--- src/rtl/mem_dma_if.sv ---
// Split read/write memory port: registered read data one cycle after re,
// writes committed on the clock edge that ends a cycle with we high.
interface mem_dma_if;
    logic [15:0] raddr;
    logic        re;
    logic [15:0] rdata;
    logic [15:0] waddr;
    logic [15:0] wdata;
    logic        we;

    modport master (output raddr, re, waddr, wdata, we, input rdata);
    modport slave  (input raddr, re, waddr, wdata, we, output rdata);
endinterface

--- src/rtl/mem_dma.sv ---
// Block-transfer initiator: copies src->dst or fills dst with a constant,
// one word per cycle, over a dedicated split read/write memory port.
module mem_dma (
    input  logic             clk,
    input  logic             rst_n,
    input  logic             start,
    input  logic             mode,
    input  logic [15:0]      src,
    input  logic [15:0]      dst,
    input  logic [15:0]      len,
    input  logic [15:0]      fill_data,
    output logic             busy,
    output logic             done,
    mem_dma_if.master        mem
);

    typedef enum logic [1:0] {IDLE, RUN, DRAIN} state_t;

    state_t      state_reg, state_next;
    logic        mode_reg, mode_next;
    logic [15:0] fill_reg, fill_next;
    logic [15:0] rd_left_reg, rd_left_next;
    logic [15:0] wr_left_reg, wr_left_next;
    logic [15:0] wptr_reg, wptr_next;
    logic [15:0] raddr_reg, raddr_next;
    logic        re_reg, re_next;
    logic [15:0] waddr_reg, waddr_next;
    logic        we_reg, we_next;
    logic        busy_reg, busy_next;
    logic        done_reg, done_next;

    always_ff @(posedge clk or negedge rst_n) begin
        if (!rst_n) begin
            state_reg   <= IDLE;
            mode_reg    <= 1'b0;
            fill_reg    <= 16'd0;
            rd_left_reg <= 16'd0;
            wr_left_reg <= 16'd0;
            wptr_reg    <= 16'd0;
            raddr_reg   <= 16'd0;
            re_reg      <= 1'b0;
            waddr_reg   <= 16'd0;
            we_reg      <= 1'b0;
            busy_reg    <= 1'b0;
            done_reg    <= 1'b0;
        end else begin
            state_reg   <= state_next;
            mode_reg    <= mode_next;
            fill_reg    <= fill_next;
            rd_left_reg <= rd_left_next;
            wr_left_reg <= wr_left_next;
            wptr_reg    <= wptr_next;
            raddr_reg   <= raddr_next;
            re_reg      <= re_next;
            waddr_reg   <= waddr_next;
            we_reg      <= we_next;
            busy_reg    <= busy_next;
            done_reg    <= done_next;
        end
    end

    // rd_left/wr_left count accesses still to be issued after the ones
    // already presented on the registered outputs.
    always_comb begin
        state_next   = state_reg;
        mode_next    = mode_reg;
        fill_next    = fill_reg;
        rd_left_next = rd_left_reg;
        wr_left_next = wr_left_reg;
        wptr_next    = wptr_reg;
        raddr_next   = raddr_reg;
        re_next      = re_reg;
        waddr_next   = waddr_reg;
        we_next      = we_reg;
        busy_next    = busy_reg;
        done_next    = 1'b0;

        case (state_reg)
            IDLE: begin
                if (start) begin
                    mode_next = mode;
                    fill_next = fill_data;
                    if (len == 16'd0) begin
                        done_next = 1'b1;
                    end else begin
                        busy_next  = 1'b1;
                        state_next = RUN;
                        if (!mode) begin
                            re_next      = 1'b1;
                            raddr_next   = src;
                            rd_left_next = len - 16'd1;
                            wr_left_next = len;
                            wptr_next    = dst;
                        end else begin
                            we_next      = 1'b1;
                            waddr_next   = dst;
                            wptr_next    = dst + 16'd1;
                            rd_left_next = 16'd0;
                            wr_left_next = len - 16'd1;
                        end
                    end
                end
            end

            RUN: begin
                if (!mode_reg) begin
                    if (rd_left_reg != 16'd0) begin
                        raddr_next   = raddr_reg + 16'd1;
                        rd_left_next = rd_left_reg - 16'd1;
                    end else begin
                        re_next    = 1'b0;
                        state_next = DRAIN;
                    end
                    // A read on the bus this cycle lands as a write next cycle.
                    if (re_reg) begin
                        we_next      = 1'b1;
                        waddr_next   = wptr_reg;
                        wptr_next    = wptr_reg + 16'd1;
                        wr_left_next = wr_left_reg - 16'd1;
                    end
                end else begin
                    if (wr_left_reg != 16'd0) begin
                        waddr_next   = wptr_reg;
                        wptr_next    = wptr_reg + 16'd1;
                        wr_left_next = wr_left_reg - 16'd1;
                    end else begin
                        we_next    = 1'b0;
                        busy_next  = 1'b0;
                        done_next  = 1'b1;
                        state_next = IDLE;
                    end
                end
            end

            DRAIN: begin
                we_next    = 1'b0;
                busy_next  = 1'b0;
                done_next  = 1'b1;
                state_next = IDLE;
            end

            default: state_next = IDLE;
        endcase
    end

    assign busy      = busy_reg;
    assign done      = done_reg;
    assign mem.raddr = raddr_reg;
    assign mem.re    = re_reg;
    assign mem.waddr = waddr_reg;
    assign mem.we    = we_reg;
    // Copy data passes straight from the read port into the write port.
    assign mem.wdata = we_reg ? (mode_reg ? fill_reg : mem.rdata) : 16'd0;

endmodule
--- src/flat_wrapper.sv ---
// flat-port wrapper written by rule: the top's interface ports become plain ports
module mem_dma_flat 
  (clk, rst_n, start, mode, src, dst, len, fill_data, busy, done, mem_raddr, mem_re, mem_waddr, mem_wdata, mem_we, mem_rdata);
  mem_dma_if mem_i ();
  input  logic clk;
  input  logic rst_n;
  input  logic start;
  input  logic mode;
  input  logic [15:0] src;
  input  logic [15:0] dst;
  input  logic [15:0] len;
  input  logic [15:0] fill_data;
  output logic busy;
  output logic done;
  output wire logic [$bits(mem_i.raddr)-1:0] mem_raddr;
  output wire logic [$bits(mem_i.re)-1:0] mem_re;
  output wire logic [$bits(mem_i.waddr)-1:0] mem_waddr;
  output wire logic [$bits(mem_i.wdata)-1:0] mem_wdata;
  output wire logic [$bits(mem_i.we)-1:0] mem_we;
  input wire logic [$bits(mem_i.rdata)-1:0] mem_rdata;
  assign mem_raddr = mem_i.raddr;
  assign mem_re = mem_i.re;
  assign mem_waddr = mem_i.waddr;
  assign mem_wdata = mem_i.wdata;
  assign mem_we = mem_i.we;
  assign mem_i.rdata = mem_rdata;
  mem_dma u_core (.clk(clk), .rst_n(rst_n), .start(start), .mode(mode), .src(src), .dst(dst), .len(len), .fill_data(fill_data), .busy(busy), .done(done), .mem(mem_i));
endmodule
--- config.mk ---
export PLATFORM = sky130hd
export DESIGN_NAME = mem_dma_flat
export DESIGN_NICKNAME = d
export VERILOG_FILES = /design/src/rtl/mem_dma_if.sv /design/src/rtl/mem_dma.sv /design/src/flat_wrapper.sv
export SDC_FILE = /design/constraint.sdc
export NUM_CORES = 1
export LEC_CHECK = 0
export CORE_MARGIN = 5
export CORE_UTILIZATION = 40
export CTS_CLUSTER_SIZE = 12
export DETAILED_ROUTE_END_ITERATION = 10
export PLACE_DENSITY = 0.66
export SLEW_MARGIN = 10
export SYNTH_ARGS = -nofsm -noshare
export SYNTH_HDL_FRONTEND = slang
export SYNTH_SLANG_ARGS = --single-unit
--- constraint.sdc ---
create_clock -name clk -period 2.7 [get_ports clk]
set_input_delay 0.81 -clock clk [delete_from_list [all_inputs] [get_ports clk]]
set_output_delay 0.81 -clock clk [all_outputs]
set_load 0.02 [all_outputs]
# After elaboration in Yosys (flattened, before gate mapping)
# Cells that the tools add are included.
# classes
addsub,6
eq_ne,15
muxes,63
n_reduce_logical,15
# ops
cell,count
16-bit 2-to-1 mux,30
16-bit case mux with 2 select lines,5
16-bit by 1-bit adder with 16-bit output (second input constant),3
16-bit by 1-bit subtractor with 16-bit output (second input constant),3
16-bit nonzero test,2
6-bit AND reduction,4
1-bit 2-to-1 mux,18
16-bit zero test,1
5-bit AND reduction,3
2-bit != test (second input constant),7
2-bit 2-to-1 mux,5
1-bit case mux with 3 select lines,3
3-bit != test (second input constant),2
2-bit by 1-bit != test with 1-bit output (second input constant),2
2-bit case mux with 2 select lines,1
4-bit AND reduction,1
3-bit by 1-bit != test with 1-bit output (second input constant),1
3-bit by 2-bit != test with 1-bit output (second input constant),1
3-bit nonzero test,1
2-bit by 1-bit equality test with 1-bit output (second input constant),1
2-bit equality test (second input constant),1
2-bit zero test,1
1-bit case mux with 2 select lines,1
2-bit AND reduction,1
2-bit nonzero test,1
# word_totals
ff_bits,103
inputBits,84
output_inout_bits,52

# Depth between registers and ports, before layout
# Gate-level depths: netlist of run 1.
# logic_depth
word_depth,5
ltp_mapped,10

# Worst setup path after synthesis of run 1
# Ideal clock, no wire load.
# synth_path
path_kind,input-to-reg
startpoint,input len[4]
endpoint,register u_core.rd_left_reg[2]
t_arrival_ps,2736
required_time_ps,2596
slack_ps,-140
path_stages,9
path_buffers,4
cell_sequence,clkbuf_1 nor3_1 clkbuf_1 nand4_1 o22ai_1 buf_2 buf_2 o22ai_1 a221oi_1
# synth_via
elab_chain_len,3
# synth_lines
element,line,text
start: declaration,flat_wrapper.sv:11,input logic [15:0] len;
16-bit zero test,mem_dma.sv:83,if (len == 16'd0) begin
2-bit != test (no source line),-,
5-bit AND reduction (no source line),-,
end signal: assignment,mem_dma.sv:50,rd_left_reg <= rd_left_next;
end: declaration,mem_dma.sv:22,"logic [15:0] rd_left_reg, rd_left_next;"
# Every way passes these cells.
# A chain may end at the register's enable or synchronous reset.

# Worst setup path in the final report of run 1
# layout_path
startpoint,register u_core.wr_left_reg[1]
endpoint,register u_core.waddr_reg[1] (netlist: u_core.mem.waddr[1])
# layout_via
elab_chain_len,3
# layout_lines
element,line,text
start: declaration,mem_dma.sv:23,"logic [15:0] wr_left_reg, wr_left_next;"
start signal: assignment,mem_dma.sv:51,wr_left_reg <= wr_left_next;
16-bit nonzero test,mem_dma.sv:122,if (wr_left_reg != 16'd0) begin
3-bit != test (no source line),-,
6-bit AND reduction (no source line),-,
end signal: assignment,mem_dma.sv:55,waddr_reg <= waddr_next;
end: declaration,mem_dma.sv:27,"logic [15:0] waddr_reg, waddr_next;"
# Every way passes these cells.

==> metrics.md, run 1 <==
| Metric | Value |
|---|---|
| Asr flop ratio synth | 1.00 |
| FILL cells | 1614 |
| Status | complete, no violations |
| Layout cells sized above 1 | 0.214 |
| CTS Buf Count | 9 |
| Port bufs | approximately 140 |
| Vias/cell | 5.97 |
| Sequential share of the synthesized area | 0.353 |
| VDD IR-drop max | 307 uV |
| Clock Sinks | around 100 |
| Pwr/cell area | between 300 and 400 mW/mm^2 |
| Maxcap violations | 0 |
| Post-layout minimum cycle time | between 2 and 3 ns |
| Final setup viols | 0 |
| Post-Place Cells | about 1200 |
| Antenna violations before repair | 0 |
| Fin area | ~0.01 sq mm |
| RD Place Congestion | between 0.9 and 1 |
| Top cells by area, synth | dfrtp_1 (35%), mux2_2 (5.5%), mux2i_1 (3.0%) |
| Hold-fix buffers, CTS | 0 |
| Multi-input gate area in the final layout | between 0.004 and 0.005 sq mm |
| Post-synth EDFFs | 0 |
| Final net count | around 1100 |
| Initial drt markers | 862 |
| Critical path class | register to register |
| First-pass GRT wire length | a little under 40 mm |
| R2r worst-path depth | 8 |
| Syn Inst Count | 816 |
| Nature of the critical path startpoint | register |
| Die area | between 0.02 and 0.025 sq mm |
| Hold Violations, Final | 0 |
| Largest net degree at the start of global routing | between 60 and 70 |
| Antenna Nets Post-Route | 0 |
| Adder-Cell Fraction of Synth Area | 0.0222 |
| Fin. max-slew vios | 0 |
| HP Class | primary input to async pin |
| Worst EP arrival | around 2.9 ns |
| Reg clk slew, reported paths | 0.07 ns |
| Leak pwr | 4.36 nW |
| Clock Root Buffer | clkbuf_16 |
| Post-Synth Simple-Gate Area | 0.225 |
| Placed cell area | roughly 0.01 sq mm |
| Fin worst setup slack | approximately 0.087 ns |
| H-tree levels | 3 |
| RSZ-0062 raised after global routing | false |
| Top-area cell type share of the netlist area | 0.353 |
| Seq cells post-synth | 103 |
| DP HPWL | approximately 17 mm |
| Largest family of logic cells by synthesized area | simple AND/OR/NAND/NOR gates |
| Final Cycle Share | 0.968 |
| Non-Filler Instances | approximately 1300 |
| Fraction of the mapped netlist area in compound gates | 0.209 |
| Post-route DRC | 0 |
| Critical-path maximum fanout | 16 |
| Grt ovf | 0 |
| Rel. slew slack | 0.423 |
| Slew @ Worst Pin | roughly 0.86 ns |
| Post-Place Setup Slack | -0.779 ns |
| Die span in x | between 100 and 150 microns |
| Cell taking the most area after synthesis | dfrtp_1 |
| Starting Density | 0.407 |
| Synth Area per Inst | 8.96 sq um |
| Cell variety after synth | between 70 and 80 |
| FF-to-FF setup slack | approximately 0.087 ns |
| N_diodes | 0 |
| Site Rows | between 40 and 50 |
| Synth Net Count | ~900 |
| Ys flop type | dfrtp_1 |
| Clock latency on the worst-skew pair | 0.37 ns |
| FMAX | approximately 0.38 GHz |
| Post-Syn Area | between 0.007 and 0.008 sq mm |
| Post-synthesis mux area share | 0.106 |
| Ys Warns | 0 |
| Crit path capture type | register |
| WP data required | between 2 and 3 ns |
| Synth Area in XOR/XNOR | 0.0419 |
| CTS tree | yes |
| Synth-to-Final Area Change | 40.4% |
| Vias in the first global route | approximately 7300 |
| Worst Clk Skew | 0.0113 ns |
| Routed via count | 7555 |
| GRT Util Overall | 0.222 |
| Pwr Total | 3.35 mW |
| Drt first pass iters | 5 |
| # IOs | 136 |
| Die Ht | around 150 microns |
| DR WL/cell | roughly 19 microns |
| Seq. cell area | 0.00258 sq mm |
| Utilization after layout | 0.571 |
| Core area | between 0.015 and 0.02 sq mm |
| Total Wirelength | 24.3 mm |
| Clk buf depth | 2 |
-- cells in the mapped netlist (4+ instances only) --
| cell | count |
|---|---|
| a221oi_1 | 5 |
| nor4_1 | 24 |
| xor2_1 | 13 |
| nor3_1 | 32 |
| a311oi_1 | 9 |
| o31ai_1 | 18 |
| a211o_1 | 6 |
| a221o_1 | 4 |
| mux2_4 | 10 |
| nand3b_1 | 4 |
| nor2_1 | 49 |
| nor2b_1 | 16 |
| a211oi_1 | 18 |
| a21oi_1 | 38 |
| buf_2 | 4 |
| or2_2 | 5 |
| clkbuf_1 | 44 |
| xnor2_1 | 22 |
| o22ai_1 | 4 |
| mux2i_1 | 22 |
| dfrtp_1 | 103 |
| inv_1 | 20 |
| nand4_1 | 18 |
| o211ai_1 | 6 |
| ha_1 | 13 |
| and3_1 | 20 |
| a21o_1 | 6 |
| a31oi_1 | 23 |
| or4_1 | 6 |
| nand3_1 | 32 |
| mux2_2 | 36 |
| and4_1 | 5 |
| or3_1 | 9 |
| nor4b_1 | 7 |
| nand2b_1 | 9 |
| nand2_1 | 51 |
| o21ai_0 | 32 |
| buf_1 | 5 |
| o32ai_1 | 12 |
-- worst max-delay path: stages (launching register included) --
cell	delay [ns]
dfrtp_1	0.40
inv_1	0.09
ha_1	0.16
or3b_4	0.39
or4_4	0.59
o21bai_4	0.29
nor3_4	0.09
buf_12	0.17
mux2_4	0.31
-- through the flow --
stage	hold WS, ns	setup TNS [ns]
final	0.415	0
after global routing	0.470	0
after CTS	0.449	-0.00756
after detailed placement	0.493	-38.86
after global placement	0.488	-41.35
after floorplan	0.474	-0.0785
-- repair_timing --
action                                  4_1_cts  5_1_grt
pin swaps                                     6        6
endpoints found under the setup margin       61       53
cloned                                        1        1
resized for setup                            33       16
setup buffers                                 4        1
-- where the power goes --
| part | switching (mW) | internal (mW) | total, mW |
|---|---|---|---|
| sequential | 0.0185 | 1.56 | 1.58 |
| clock | 0.605 | 0.745 | 1.35 |
| combinational | 0.187 | 0.236 | 0.423 |
| total | 0.811 | 2.54 | 3.35 |
-- path summary, 6_finish.rpt --
kind	start	to
max	u_core.wr_left_reg[1]	u_core.mem.waddr[1]
max reg2reg	u_core.wr_left_reg[1]	u_core.mem.waddr[1]
min reg2reg	u_core.fill_reg[4]	u_core.fill_reg[4]
max in group asynchronous	rst_n	u_core.mem.re
min in group clk	u_core.fill_reg[4]	u_core.fill_reg[4]
min	rst_n	u_core.mem.raddr[6]
-- logic make-up after synthesis --
group,after synthesis
muxes,68
AOI/OAI and AO/OA,217
and+or+nand+nor,303
xor gates and xnor gates,35
DFF,103
buffers and inverters,77
adders and majority gates,13
-- cell usage in the layout (no fill, tap or decap), types with 8 or more instances in the layout --
cell / count
a31oi_1: 23
o31ai_1: 18
nor4_1: 24
nand4_1: 18
ha_1: 11
dfrtp_1: 103
inv_1: 20
dlygate4sd2_1: 18
nand2_1: 50
mux2i_1: 22
a311oi_1: 9
o32ai_1: 12
o21ai_0: 31
a211oi_1: 18
clkdlybuf4s50_1: 113
nor2b_1: 16
nor3_1: 31
buf_4: 114
clkbuf_16: 10
xor2_1: 13
mux2_2: 36
and3_1: 20
nand2b_1: 9
nor2_1: 46
nand3_1: 32
or3_1: 9
mux2_4: 10
a21oi_1: 38
buf_12: 8
xnor2_1: 22
-- per-layer routing --
layer | wire length (microns) | share of wire | vias to the layer above | global-route usage
li1 | - | - | 3552 | -
met3 | 2030 | 0.083 | 43 | 0.0493
met2 | 10600 | 0.44 | 360 | 0.331
met4 | 756 | 0.031 | 0 | 0.0947
met5 | 0 | 0 | - | 0
met1 | 10900 | 0.45 | 3600 | 0.310
-- cell type report --
cell class	count	share of cell area
flip-flops and latches	103	0.251
clock inverters	3	0.00415
well taps	229	0.0279
repair buffers	261	0.238
inverters	21	0.00768
multi-input cells	636	0.447
clock buffers	13	0.0244
No activity file was read; power rests on OpenSTA's default activity.
==> inputs of run 2 (changes only) <==
- CTS_CLUSTER_DIAMETER: unset -> 40
- SKIP_LAST_GASP: unset -> 1
==> metrics.md, run 2 (synthesis results as in run 1) <==
| Metric | Value |
|---|---|
| Status | complete, no violations |
| Vias in the first global route | between 7000 and 8000 |
| Leak pwr | 4.38 nW |
| Final net count | ~1100 |
| Nature of the critical path startpoint | register |
| HP Class | primary input to async pin |
| Grt ovf | 0 |
| Initial drt markers | between 900 and 1000 |
| Largest net degree at the start of global routing | 67 |
| Vias/cell | 5.95 |
| Hold-fix buffers, CTS | 0 |
| Worst Clk Skew | 0.00809 ns |
| Post-layout minimum cycle time | around 2.6 ns |
| WP data required | between 2 and 3 ns |
| Most common cell after layout, fill and taps aside | buf_4 |
| RD Place Congestion | about 0.93 |
| Reg clk slew, reported paths | about 0.070 ns |
| H-tree levels | 3 |
| Layout cells sized above 1 | 0.214 |
| Rel. slew slack | 0.442 |
| CTS tree | yes |
| Fin worst setup slack | approximately 0.085 ns |
| Core area | around 0.018 sq mm |
| Pwr/cell area | roughly 330 mW/mm^2 |
| CP max stage cell | or4_4 |
| Die span in x | 145 microns |
| First-pass GRT wire length | 38.8 mm |
| Critical path buffers and inverters | 2 |
| Fin. max-slew vios | 0 |
| Maxcap violations | 0 |
| VDD IR-drop max | between 300 and 400 uV |
| CTS Buf Count | 9 |
| # IOs | ~140 |
| Post-Place Setup Slack | -0.779 ns |
| Starting Density | 0.407 |
| Critical-path maximum fanout | 16 |
| Clk buf depth | 2 |
| Die Ht | roughly 150 microns |
| Post-route DRC | 0 |
| Slew @ Worst Pin | about 0.83 ns |
| Port bufs | 135 |
| R2r worst-path depth | 8 |
| Final setup viols | 0 |
| DR WL/cell | around 19 microns |
| Crit path capture type | register |
| Synth-to-Final Area Change | 40.5% |
| FILL cells | approximately 1600 |
| Clock Sinks | roughly 100 |
| Site Rows | between 40 and 50 |
| N_diodes | 0 |
| Post-Place Cells | roughly 1200 |
| Antenna Nets Post-Route | 0 |
| Antenna violations before repair | 0 |
| FMAX | about 0.38 GHz |
| Clock latency on the worst-skew pair | 0.37 ns |
| Crit path max-delay family | simple AND/OR/NAND/NOR gates |
| Cells along the critical path | inv_1, ha_1, or3b_4, or4_4, o21bai_4, nor3_4, buf_12, mux2_4 |
| RSZ-0062 raised after global routing | false |
| Pwr Total | 3.35 mW |
| Worst EP arrival | 2.86 ns |
| Hold Violations, Final | 0 |
| Most frequent cells in the layout | buf_4 (114), clkdlybuf4s50_1 (113), dfrtp_1 (103), nand2_1 (50), nor2_1 (46) |
| CP max stage delay | 0.59 ns |
| Routed via count | 7538 |
| GRT Util Overall | 0.222 |
| Final Cycle Share | 0.968 |
| Die area | around 0.021 sq mm |
| Drt first pass iters | 5 |
| Critical path class | register to register |
| DP HPWL | between 15 and 20 mm |
| Total Wirelength | 24.3 mm |
| Critical Path Stages | 8 |
| Clock Root Buffer | clkbuf_16 |
| Non-Filler Instances | between 1000 and 1500 |
| Final setup TNS | 0 ns |
[run 2: cell types whose count changed in the layout (fill, tap and decap cells not counted), sizes merged]
cell	delta
dlygate4sd2	-1
dlymetal6s2s	+1
[run 2: final timing paths]
path	start	end	slack (ns)
min in group clk	u_core.fill_reg[4]	u_core.fill_reg[4]	0.51
setup / recovery	u_core.wr_left_reg[1]	u_core.mem.waddr[1]	0.09
hold reg to reg	u_core.fill_reg[4]	u_core.fill_reg[4]	0.51
hold / removal	rst_n	u_core.mem.raddr[6]	0.42
max in group asynchronous	rst_n	u_core.mem.re	1.83
setup reg to reg	u_core.wr_left_reg[1]	u_core.mem.waddr[1]	0.09
[run 2: layer usage]
layer,vias to the layer above,global-route usage,part of all wire
met5,-,0,0
met4,0,0.0951,0.032
met3,50,0.0493,0.088
met2,362,0.330,0.44
met1,3576,0.310,0.44
li1,3550,-,-
[run 2: area by class of cell]
type,count,area (sq um),share of cell area
inverters,21,78.8,0.00768
multi-input cells,636,4590,0.447
well taps,229,287,0.0279
flip-flops and latches,103,2580,0.251
repair buffers,261,2440,0.238
clock inverters,3,42.5,0.00414
clock buffers,13,250,0.0244
[run 2: worst register-to-register path: stages (launching register included)]
cell and delay, ns:
dfrtp_1 0.40, inv_1 0.09, ha_1 0.16, or3b_4 0.40
or4_4 0.59, o21bai_4 0.29, nor3_4 0.09, buf_12 0.17
mux2_4 0.32
[run 2: where the power goes]
part	internal, mW	leakage (nW)	total, mW	switching (mW)
logic	0.235	2.90	0.422	0.187
registers	1.56	1.33	1.58	0.0182
clock network	0.745	0.140	1.35	0.604
total	2.54	4.38	3.35	0.809
[run 2: per-stage QoR]
step / area [sq um] / hold WS [ns] / util
after floorplan: 7340 / 0.474 / -
after global placement: 9740 / 0.488 / 0.542
after detailed placement: 9740 / 0.493 / 0.542
after CTS: 10100 / 0.449 / 0.564
after global routing: 10300 / 0.470 / 0.572
final: 10300 / 0.418 / 0.572
[run 2: repair_timing]
item	in CTS	in global routing
pin swaps	6	6
buffers inserted	4	1
gates resized for setup	27	22
hold endpoints to repair	0	0
cloned	1	1
setup endpoints to repair	61	70
